## config.mk

```make
export PLATFORM = sky130hd
export DESIGN_NAME = fetch_unit
export DESIGN_NICKNAME = d
export VERILOG_FILES = /design/src/rtl/fetch_unit.sv
export SDC_FILE = /design/constraint.sdc
export NUM_CORES = 1
export LEC_CHECK = 0
export ABC_CLOCK_PERIOD_IN_PS = 2060
export BUFFER_PORTS_ARGS = -buffer_cell sky130_fd_sc_hd__buf_2
export CAP_MARGIN = 20
export CORE_MARGIN = 2
export CORE_UTILIZATION = 54
export CTS_CLUSTER_DIAMETER = 50
export DETAILED_ROUTE_END_ITERATION = 7
export GPL_TIMING_DRIVEN = 1
export PLACE_DENSITY = 0.88
export SYNTH_ARGS = -nofsm -noshare
export SYNTH_HDL_FRONTEND = slang
export SYNTH_SLANG_ARGS = --single-unit
export TNS_END_PERCENT = 10
```

## constraint.sdc

```tcl
create_clock -name clk -period 2.06 [get_ports clk]
set_input_delay 0.412 -clock clk [delete_from_list [all_inputs] [get_ports clk]]
set_output_delay 0.412 -clock clk [all_outputs]
set_load 0.03 [all_outputs]
```

## src/rtl/fetch_unit.sv

```systemverilog
// fetch_unit -- instruction fetch stage with a 2-entry {pc, instr} buffer.
//
// Purpose:
//   Issues sequential fetches starting at RESET_PC. Each accepted word is
//   buffered together with its address in a two-entry FIFO. The FIFO head is
//   presented to decode. A redirect from execute flushes the buffer, discards
//   any same-cycle returned word, and restarts fetch at the word-aligned
//   target.
//
// Parameters:
//   RESET_PC        first fetch address after reset
//
// Ports:
//   clk             clock; all state changes on the rising edge
//   rst_n           asynchronous active-low reset
//   imem_req        fetch request (rst_n high, buffer not full, no redirect)
//   imem_addr       fetch address (internal PC)
//   imem_ack        memory accepted the request; imem_rdata valid this cycle
//   imem_rdata      fetched instruction word
//   redirect_valid  branch/jump redirect; overrides every other event
//   redirect_pc     redirect target (low two bits ignored)
//   id_stall        decode cannot take an instruction this cycle
//   if_valid        if_instr/if_pc hold a valid instruction
//   if_instr        FIFO head instruction, or NOP (32'h13) when empty
//   if_pc           FIFO head address, or 0 when empty
//   stall_cnt       (only with FETCH_STALL_CNT_EN) saturating count of cycles
//                   with if_valid && id_stall; not cleared by redirect
//
// Optional feature macro: FETCH_STALL_CNT_EN
//
// Handshake: a fetch completes in the cycle where imem_req && imem_ack are
// both high; a buffered instruction is consumed in the cycle where
// if_valid && !id_stall && !redirect_valid.

module fetch_unit #(
  parameter logic [31:0] RESET_PC = 32'h0000_0000
) (
  input  logic        clk,
  input  logic        rst_n,
  output logic        imem_req,
  output logic [31:0] imem_addr,
  input  logic        imem_ack,
  input  logic [31:0] imem_rdata,
  input  logic        redirect_valid,
  input  logic [31:0] redirect_pc,
  input  logic        id_stall,
  output logic        if_valid,
  output logic [31:0] if_instr,
  output logic [31:0] if_pc
`ifdef FETCH_STALL_CNT_EN
  ,
  output logic [31:0] stall_cnt
`endif
);

  localparam logic [31:0] NOP_INSTR = 32'h0000_0013;

  logic [31:0] pc_q, pc_d;
  logic [31:0] fifo_pc_q [2];
  logic [31:0] fifo_pc_d [2];
  logic [31:0] fifo_instr_q [2];
  logic [31:0] fifo_instr_d [2];
  logic        rd_ptr_q, rd_ptr_d;
  logic        wr_ptr_q, wr_ptr_d;
  logic [1:0]  count_q, count_d;

  logic push;
  logic pop;

  // Only the word-aligned part of the redirect target is used.
  logic unused_ok;
  assign unused_ok = &{1'b0, redirect_pc[1:0]};

  // Gating with rst_n drops the request the instant reset asserts, without
  // waiting for the flops.
  assign imem_req  = rst_n && (count_q != 2'd2) && !redirect_valid;
  assign imem_addr = pc_q;

  assign if_valid = (count_q != 2'd0);
  assign if_instr = if_valid ? fifo_instr_q[rd_ptr_q] : NOP_INSTR;
  assign if_pc    = if_valid ? fifo_pc_q[rd_ptr_q]    : 32'h0000_0000;

  // imem_req already excludes redirect and full, so push never overflows.
  assign push = imem_req && imem_ack;
  assign pop  = if_valid && !id_stall && !redirect_valid;

  always_comb begin
    pc_d         = pc_q;
    fifo_pc_d    = fifo_pc_q;
    fifo_instr_d = fifo_instr_q;
    rd_ptr_d     = rd_ptr_q;
    wr_ptr_d     = wr_ptr_q;
    count_d      = count_q;

    if (redirect_valid) begin
      pc_d     = {redirect_pc[31:2], 2'b00};
      rd_ptr_d = 1'b0;
      wr_ptr_d = 1'b0;
      count_d  = 2'd0;
    end else begin
      if (push) begin
        fifo_pc_d[wr_ptr_q]    = pc_q;
        fifo_instr_d[wr_ptr_q] = imem_rdata;
        wr_ptr_d               = ~wr_ptr_q;
        // Natural 32-bit overflow wraps 32'hFFFF_FFFC to 0.
        pc_d                   = pc_q + 32'd4;
      end
      if (pop) begin
        rd_ptr_d = ~rd_ptr_q;
      end
      count_d = count_q + {1'b0, push} - {1'b0, pop};
    end
  end

  always_ff @(posedge clk or negedge rst_n) begin
    if (!rst_n) begin
      pc_q            <= RESET_PC;
      fifo_pc_q[0]    <= 32'h0;
      fifo_pc_q[1]    <= 32'h0;
      fifo_instr_q[0] <= NOP_INSTR;
      fifo_instr_q[1] <= NOP_INSTR;
      rd_ptr_q        <= 1'b0;
      wr_ptr_q        <= 1'b0;
      count_q         <= 2'd0;
    end else begin
      pc_q         <= pc_d;
      fifo_pc_q    <= fifo_pc_d;
      fifo_instr_q <= fifo_instr_d;
      rd_ptr_q     <= rd_ptr_d;
      wr_ptr_q     <= wr_ptr_d;
      count_q      <= count_d;
    end
  end

`ifdef FETCH_STALL_CNT_EN
  logic [31:0] stall_cnt_q, stall_cnt_d;

  // Saturating; a redirect does not reset it.
  always_comb begin
    stall_cnt_d = stall_cnt_q;
    if (if_valid && id_stall && (stall_cnt_q != 32'hFFFF_FFFF)) begin
      stall_cnt_d = stall_cnt_q + 32'd1;
    end
  end

  always_ff @(posedge clk or negedge rst_n) begin
    if (!rst_n) begin
      stall_cnt_q <= 32'h0;
    end else begin
      stall_cnt_q <= stall_cnt_d;
    end
  end

  assign stall_cnt = stall_cnt_q;
`endif

endmodule

```

==> metrics.cfg <==
[grt]
overflow = 0
grt_pass1_wl_mm = 29.77
grt_pass1_vias = 5877
grt_max_degree = 127
antenna_found_initial = 1
track_usage_pct = 26.50

[timing]
period_minus_slack_ps = 2088
report.final.hold_viol_count = 0
finalClockSkew_ps = 9.514
tightestPinTransition_ps = 692.5
grt_setup_unrepaired = yes
fmax_mhz = 478.9
worst_slack_ps = -28.02
drv_slew = 0
min_period_over_period_pct = 101.4
slew_headroom_pct = 53.84
setup_viol = 3

[worst_setup_path]
cp.required_ps = 1650
r2r_cells = 5
rrSetupSlack_ps = 150
timing.rr.end = imem_addr[31]$_DFFE_PN0P_
r2r-start = imem_addr[8]$_DFFE_PN0P_
path_max_fanout = 6
critical_path_class = reg2out
cp.arrival_ps = 1680
start_kind = register
end_kind = output pin

[cells_and_area]
fillerInstances = 953
layout_commonest_cell = dfrtp_1
final_cell_mix = dfrtp_1, mux2_2, buf_2
fin_nets = 893
drive_gt1_share_pct = 46.88
synthToLayoutAreaGrowth_pct = 30.35

[placement]
place_congestion = 0.8005
port_buffers = 160
place_hpwl_mm = 11.75
pre_cts_ws_ps = 60.17

[clocking]
worstSkewPairLatency_ps = 420
htreeDepth = 4
clock-sinks = 158
cts_buffers = 17
clk_path_buf_depth = 2
cts_tree = built
root_buffer = clkbuf_16
path_clk_slew_ps = 60

[yosys]
synth_cell_types = 41
syn_inst = 625
avgSynthCellArea_um2 = 11.99
synth-async-reset-ratio_pct = 100.0
synthFlopType = dfrtp_1
ys_seq_area_share_pct = 52.85
syn-cell-area_um2 = 7496
ys.warnings.count = 0
ys_seq_elements = 158
synth-edff-count = 0

[routing]
route.detailed.drc = 0
drt_wl_total_mm = 18.91
vias = 5622
drtPass1Iterations = 4
postRouteAntennaNets = 0
via_per_inst = 5.539
wl_per_cell_um = 18.63
drtIter0Drc = 328

[worst_hold_path]
min_path_type = in2async

[power]
p_leak_uw = 0.004415
clkPwrFrac_pct = 29.2
peakVddDrop_uv = 961.2
seq_power_share_pct = 42.8
p_int_uw = 7187
power.switching_uw = 3166
power_uw = 10350
pwr_density_cell_nw_per_um2 = 1060
p_comb_share_pct = 28.0
switching_share_pct = 30.58

[run]
drv_cap = 0

[die]
fp.dieH_um = 121.8
start_util_pct = 54.64
io_pins = 167
rows = 43
fp.dieW_um = 121.8
core_area_um2 = 13720
fp.dieArea_um2 = 14840

[outcome]
violations = negative setup slack
status = finished with violations

==> registers in the layout, indices dropped and copies added (netlist names) <==
register,cells
fifo_pc_q,60
rd_ptr_q,1
imem_addr,30
wr_ptr_q,1
fifo_instr_q,64
count_q,2
==> metal layers <==
layer	vias up	track usage, %	part of all wire, %
met4	0	10.99	2.1
met2	207	43.65	49
met1	2802	31.74	41
met5	-	0	0
met3	31	9.316	7.8
li1	2582	-	-
==> cells in the mapped netlist (all sizes together), types with 6 or more instances <==
cell	instances	area, um^2
dfrtp	152	3804
mux2i	64	640.6
nand2	43	161.4
clkbuf	20	85.08
nor3	7	40.04
xor2	17	148.9
mux2	125	1408
buf	18	112.6
o21ai	29	145.1
xnor2	12	105.1
nor2	70	265.3
dfstp	6	157.7
nand3	12	60.06
nand4	12	81.33
==> how the worst max path moves through the flow <==
stage / start / to / slack, ps / cells after the start
final: rd_ptr_q$_DFFE_PN0P_ / if_instr[29] / -30 / 5
after global routing: rd_ptr_q$_DFFE_PN0P_ / if_pc[30] / -100 / 4
after CTS: rd_ptr_q$_DFFE_PN0P_ / if_pc[31] / -20 / 5
after detailed placement: rst_n / fifo_instr_q[53]$_DFFE_PN0P_ / 60 / 7
after global placement: rst_n / fifo_pc_q[52]$_DFFE_PN0P_ / 140 / 7
after floorplan: rd_ptr_q$_DFFE_PN0P_ / if_instr[10] / 4 / 4
==> cell type report <==
class                      count  area (um^2)  share of cell area [%]
timing repair buffer         213         1629                   16.67
inverter                       4        17.52                  0.1793
multi-input combinational    427         3363                   34.42
tap                          180        225.2                   2.305
antenna                        1        2.502                 0.02561
clock buffer                  21        450.4                   4.610
sequential                   158         3965                   40.58
clock inverter                11        117.6                   1.204
==> power by group through the flow <==
stage	clock network (uW)	registers, uW	logic (uW)
2_1_floorplan	0	4460	1700
3_3_place_gp	0	4430	2410
3_5_place_dp	0	4500	2500
4_1_cts	3070	4430	2870
5_1_grt	3210	4530	3100
6_report	3020	4430	2900
==> per-stage QoR <==
stage	setup TNS [ps]	utilization (%)	cells	hold slack [ps]	cell area, um^2
6_report	-32.19	71.22	1015	167.6	9771
5_1_grt	-3926	71.20	1014	184.6	9768
4_1_cts	-110.6	70.63	1013	153.9	9691
3_5_place_dp	0	63.45	965	356.2	8705
3_3_place_gp	0	63.45	965	356.1	8705
2_1_floorplan	0	-	628	116.4	7507
==> logic make-up (layout without fill, tap and decap cells) <==
logic type,Yosys count,in the layout,synth area share [%]
and+or+nand+nor,169,169,10.58
xor gates and xnor gates,29,29,3.388
muxes,189,189,27.32
other,1,5,0.05003
buffers and inverters,43,249,3.004
adders and majority gates,3,3,0.5008
AOI/OAI and AO/OA,33,33,2.304
DFF,158,158,52.85
==> what timing repair did <==
action | 4_1_cts | 5_1_grt
gates cloned | 6 | 1
pin swaps | 7 | 4
setup endpoints to repair | 54 | 127
hold endpoints to repair | 5 | 0
hold buffers | 1 | 0
buffers inserted | 10 | 0
resized for setup | 71 | 21
==> critical path: stages (launching register included) <==
cell and delay (ps):
dfrtp_4 500, buf_12 170, buf_16 140, mux2i_1 110, nor2_1 140, buf_4 190
(Power assumes the default switching activity.)
